File: src/rtl/if_prefetch_unit_pkg.sv
// Shared fetch-side types and constants for the instruction prefetch unit.
package if_prefetch_unit_pkg;

   localparam int unsigned INSTR_W = 32;
   localparam int unsigned PC_INC  = 4;

   // Fetch FSM: IDLE (no request), FETCH (live request), DROP (stale request in flight)
   typedef enum logic [1:0] {
      StIdle  = 2'd0,
      StFetch = 2'd1,
      StDrop  = 2'd2
   } fetch_state_e;

   // One buffered fetch result at the default 32-bit address width
   typedef struct packed {
      logic [31:0]        pc;
      logic [INSTR_W-1:0] instr;
   } fetch_entry_t;

endpackage

File: src/rtl/if_sync_fifo.sv
// Small synchronous FIFO with flush; head entry reads as zero when empty.
module if_sync_fifo #(
   parameter int unsigned DEPTH = 4,
   parameter int unsigned WIDTH = 64
) (
   input  logic                   clk,
   input  logic                   rst_n,
   input  logic                   push,
   input  logic                   pop,
   input  logic                   flush,
   input  logic [WIDTH-1:0]       wdata,
   output logic [WIDTH-1:0]       rdata,
   output logic [$clog2(DEPTH):0] count
);

   localparam int unsigned PTR_W = $clog2(DEPTH);
   localparam int unsigned CNT_W = PTR_W + 1;

   logic [WIDTH-1:0] mem [DEPTH];
   logic [PTR_W-1:0] wr_ptr;
   logic [PTR_W-1:0] rd_ptr;
   logic             do_push;
   logic             do_pop;

   // Pop on empty is ignored; a full FIFO accepts a push only alongside a pop
   assign do_pop  = pop && (count != '0);
   assign do_push = push && ((count != CNT_W'(DEPTH)) || do_pop);

   // Pointer and occupancy bookkeeping; flush wins over push and pop
   always_ff @(posedge clk) begin
      if (!rst_n || flush) begin
         wr_ptr <= '0;
         rd_ptr <= '0;
         count  <= '0;
      end else begin
         if (do_push) wr_ptr <= wr_ptr + PTR_W'(1);
         if (do_pop)  rd_ptr <= rd_ptr + PTR_W'(1);
         count <= count + CNT_W'(do_push) - CNT_W'(do_pop);
      end
   end

   // Storage array, written only on an accepted push
   always_ff @(posedge clk) begin
      if (rst_n && !flush && do_push) mem[wr_ptr] <= wdata;
   end

   assign rdata = (count != '0) ? mem[rd_ptr] : '0;

endmodule

File: src/rtl/if_prefetch_unit.sv
// Instruction-fetch front end: owns the fetch PC, issues imem requests and buffers results.
module if_prefetch_unit
   import if_prefetch_unit_pkg::*;
#(
   parameter int unsigned       DEPTH    = 4,
   parameter int unsigned       ADDR_W   = 32,
   parameter logic [ADDR_W-1:0] RESET_PC = '0
) (
   input  logic               clk_i,
   input  logic               rst_n,
   input  logic               redirect_i,
   input  logic [ADDR_W-1:0]  redirect_pc_i,
   output logic               imem_req_o,
   output logic [ADDR_W-1:0]  imem_addr_o,
   input  logic               imem_ack_i,
   input  logic [INSTR_W-1:0] imem_data_i,
   output logic               instr_valid_o,
   output logic [INSTR_W-1:0] instr_o,
   output logic [ADDR_W-1:0]  instr_pc_o,
   input  logic               instr_ready_i
);

   localparam int unsigned CNT_W = $clog2(DEPTH) + 1;
   localparam int unsigned ENT_W = ADDR_W + INSTR_W;

   fetch_state_e      state;
   logic [ADDR_W-1:0] fetch_pc;
   logic [ADDR_W-1:0] pc_plus;
   logic [ADDR_W-1:0] redirect_pc_al;
   logic [CNT_W-1:0]  count;
   logic [CNT_W-1:0]  count_next;
   logic              push;
   logic              pop_eff;
   logic              room;
   logic [ENT_W-1:0]  head;

   assign redirect_pc_al = redirect_pc_i & ~ADDR_W'(3);
   assign pc_plus        = fetch_pc + ADDR_W'(PC_INC);

   // Only a live (non-stale) acked request fills the buffer; a redirect discards it
   assign push    = (state == StFetch) && imem_ack_i && !redirect_i;
   assign pop_eff = instr_ready_i && (count != '0);

   // Occupancy after this edge decides whether another request may be launched
   always_comb begin
      count_next = '0;
      if (!redirect_i) begin
         count_next = count + CNT_W'(push) - CNT_W'(pop_eff);
      end
   end

   assign room = (count_next < CNT_W'(DEPTH));

   // Fetch FSM with registered request/address outputs
   always_ff @(posedge clk_i) begin
      if (!rst_n) begin
         state       <= StIdle;
         fetch_pc    <= RESET_PC;
         imem_req_o  <= 1'b0;
         imem_addr_o <= '0;
      end else begin
         case (state)
            StIdle: begin
               if (redirect_i) begin
                  fetch_pc    <= redirect_pc_al;
                  state       <= StFetch;
                  imem_req_o  <= 1'b1;
                  imem_addr_o <= redirect_pc_al;
               end else if (room) begin
                  state       <= StFetch;
                  imem_req_o  <= 1'b1;
                  imem_addr_o <= fetch_pc;
               end
            end
            StFetch: begin
               if (redirect_i) begin
                  fetch_pc <= redirect_pc_al;
                  if (imem_ack_i) begin
                     imem_addr_o <= redirect_pc_al;
                  end else begin
                     // Address must stay on the old request until memory acks it
                     state <= StDrop;
                  end
               end else if (imem_ack_i) begin
                  fetch_pc <= pc_plus;
                  if (room) begin
                     imem_addr_o <= pc_plus;
                  end else begin
                     state      <= StIdle;
                     imem_req_o <= 1'b0;
                  end
               end
            end
            StDrop: begin
               if (redirect_i) fetch_pc <= redirect_pc_al;
               if (imem_ack_i) begin
                  state       <= StFetch;
                  imem_addr_o <= redirect_i ? redirect_pc_al : fetch_pc;
               end
            end
            default: begin
               state      <= StIdle;
               imem_req_o <= 1'b0;
            end
         endcase
      end
   end

   if_sync_fifo #(
      .DEPTH (DEPTH),
      .WIDTH (ENT_W)
   ) u_fifo (
      .clk   (clk_i),
      .rst_n (rst_n),
      .push  (push),
      .pop   (instr_ready_i),
      .flush (redirect_i),
      .wdata ({fetch_pc, imem_data_i}),
      .rdata (head),
      .count (count)
   );

   assign instr_valid_o = (count != '0);
   assign instr_pc_o    = head[ENT_W-1:INSTR_W];
   assign instr_o       = head[INSTR_W-1:0];

endmodule
File: config.mk
export PLATFORM = sky130hd
export DESIGN_NAME = if_prefetch_unit
export DESIGN_NICKNAME = d
export VERILOG_FILES = /design/src/rtl/if_prefetch_unit_pkg.sv /design/src/rtl/if_sync_fifo.sv /design/src/rtl/if_prefetch_unit.sv
export SDC_FILE = /design/constraint.sdc
export NUM_CORES = 1
export LEC_CHECK = 0
export BUFFER_PORTS_ARGS = -buffer_cell sky130_fd_sc_hd__buf_4
export CORE_MARGIN = 8
export CORE_UTILIZATION = 50
export DETAILED_ROUTE_END_ITERATION = 10
export GPL_ROUTABILITY_DRIVEN = 0
export GPL_TIMING_DRIVEN = 0
export HOLD_SLACK_MARGIN = 0.03
export MAX_ROUTING_LAYER = met4
export PLACE_DENSITY = 0.81
export REMOVE_ABC_BUFFERS = 1
export SYNTH_ARGS = -nofsm -noshare
export SYNTH_HDL_FRONTEND = slang
export SYNTH_SLANG_ARGS = --single-unit
File: constraint.sdc
create_clock -name clk_i -period 11.3 [get_ports clk_i]
set_input_delay 2.26 -clock clk_i [delete_from_list [all_inputs] [get_ports clk_i]]
set_output_delay 2.26 -clock clk_i [all_outputs]
set_load 0.01 [all_outputs]
==> results.toml <==
[routing]
wl_per_cell_um = 22.43
vias_per_cell = 6.001
drc = 0
first_iter_violations = 921
antenna_left = 0
totalWireLength_um = 34110
drtPass1Iterations = 5
num_vias = 9128

[worst_hold_path]
whs_path_depth = 1
hp-class = "reg -> reg"

[layout]
fin_area_um2 = 16900
layout_common_cells = "256 x edfxtp_1, 164 x buf_4, 74 x dfxtp_1"
area_growth_pct = 19.39
diodes = 0
final_common_cell = "edfxtp_1"
nets = 1193
layout-drive-gt1-share_pct = 28.08

[timing]
tns_ps = 0
slew_viol_final = 0
finalCritPeriodShare_pct = 48.28
hold_viol = 0
rsz0062_at_grt = "false"
tightestPinTransition_ps = 1308
relSlewSlack_pct = 12.77
clock_skew_ps = 13.32
min_period_ps = 5455
setup_violations = 0
fmax_mhz = 183.3
hold_slack_ps = 472.9

[clock_network]
post_cts_resized = 0
cts.reportedPaths.clkPinSlew_ps = 60
cts_sinks = 332
htreeDepth = 2
cts_hold_buf = 0
cts_root_buf = "clkbuf_16"
cts_tree = "done"
worstSkewPairLatency_ps = 510
clockBufferDepth = 3
cts_inserted_buffers = 36
post-cts-setup-buffers = 0

[pwr]
p_comb_share_pct = 6.2
p_sw_share_pct = 22.98
p_seq_share_pct = 53.0
switching_power_uw = 597.7
clkPwrFrac_pct = 40.9
p_total_uw = 2601
max-vdd-ir-drop_mv = 0.09192
p_per_area_nw_per_um2 = 153.9
p_int_uw = 2003
power_leakage_uw = 0.005902

[synthesis]
syn_avg_cell_area_um2 = 14.47
synth_edf_count = 256
yosysSeqAreaShare_pct = 65.06
synth_area_um2 = 14150
yosysWarningCount = 0
yosys.area.top_type_share_pct = 54.31
synth_top_flop_cell = "edfxtp_1"
synth-seq-cells = 332
yosysTopAreaCell = "edfxtp_1"
yosys-top-cells-area = "edfxtp_1 54%, dfxtp_1 11%, mux4_2 10%, and2_1 3.0%, nor2_1 1.5%"
async_reset_ff_share_pct = 0
ys_types = 67
syn_inst = 978

[worst_setup_path]
slowest_stage = "a21oi_1"
crit_path_cell_trace = "buf_4 > inv_2 > and3_1 > a31oi_1 > mux2i_2 > a21oi_1 > a2bb2o_1"
critPathLaunchType = "input pin"
arrival_ps = 5910
critPathKind = "in -> reg"
path_max_fanout = 67
reg2regPathDepth = 6
cpPeakStageDelay_ps = 1050
critPathCaptureType = "register"
crit_required_ps = 11750

[placed_design]
dp_hpwl_um = 21590
portBuffers = 164
placed_area_um2 = 15840

[status]
status = "complete, no violations"

[die]
die_area_um2 = 33950
core_um2 = 27860
start_util_pct = 50.81
die_x_um = 184.3
top_level_ports = 167
rows = 61
die_y_um = 184.3

[global_route]
grt_pass1_wl_um = 52400
antenna_found_initial = 0
first_global_vias = 9198
grt_start_max_net_pins = 68
grt_overflow = 0
grt.total_usage_pct = 20.31

[run]
maxCapViolCount = 0
power groups by stage:
stage	Combinational, uW	Sequential (uW)	Clock [uW]
detailed placement	158	1400	0
global route	172	1380	1130
global placement	151	1400	0
floorplan	73.2	1400	0
finish	160	1380	1060
CTS	159	1380	1080
metrics by stage:
stage,setup WS (ps),utilization (%),instances
after floorplan,5476,-,904
after global placement,3196,55.85,1446
after detailed placement,5521,56.84,1456
after CTS,6057,60.66,1521
after global routing,5793,60.66,1521
final,5845,60.66,1521
state kept, by name (all words and copies together), names as in the netlist, named ones only:
signal and flops:
imem_req_o 1, state 2, u_fifo.count 3, u_fifo.rd_ptr 2
u_fifo.wr_ptr 2, u_fifo.mem 256, imem_addr_o 32, fetch_pc 32
final timing paths:
kind | from | end | slack (ps)
max | redirect_i | imem_addr_o[13]$_SDFFE_PN0P_ | 5840
min reg2reg | imem_addr_o[18]$_SDFFE_PN0P_ | imem_addr_o[18]$_SDFFE_PN0P_ | 470
min | imem_addr_o[18]$_SDFFE_PN0P_ | imem_addr_o[18]$_SDFFE_PN0P_ | 470
max reg2reg | state[0]$_SDFFE_PN0P_ | imem_addr_o[13]$_SDFFE_PN0P_ | 6820
metal layers:
layer / track usage (%) / wire [um]
met1: 26.86 / 14060
met2: 31.40 / 15890
met3: 3.957 / 3195
met4: 6.615 / 956
met5: - / 0
final cells by class:
class / count / area [um2]
fillers: 2081 / 10960
flip-flops and latches: 332 / 9216
multi-input cells: 556 / 4628
repair buffers: 174 / 1458
clock buffers: 40 / 915.9
well taps: 378 / 473.0
clock inverters: 25 / 148.9
inverters: 16 / 60.06
logic make-up after synthesis:
kind of cell	share of synthesized area, %
DFF	65.06
and+or+nand+nor	9.909
AOI/OAI and AO/OA	8.618
buffers and inverters	2.537
muxes	10.83
xor gates and xnor gates	2.289
adders and majority gates	0.7602
synthesized netlist by cell type (15+ instances only):
library cell  count
clkbuf_1         51
xor2_1           17
edfxtp_1        256
o21ai_0          35
mux4_2           64
and3_1           21
xnor2_1          20
a21oi_1          40
inv_1            15
nor2_1           56
nand2_1          43
nand3_1          24
dfxtp_1          76
and2_1           67
worst max-delay path: cells and delay by family:
kind                   cells  cell delay (ps)
AO/OA/AOI/OAI              3             1770
buffers and inverters      2             1120
AND/OR/NAND/NOR            1              450
multiplexers               1              240
No activity file was read; power rests on OpenSTA's default activity.
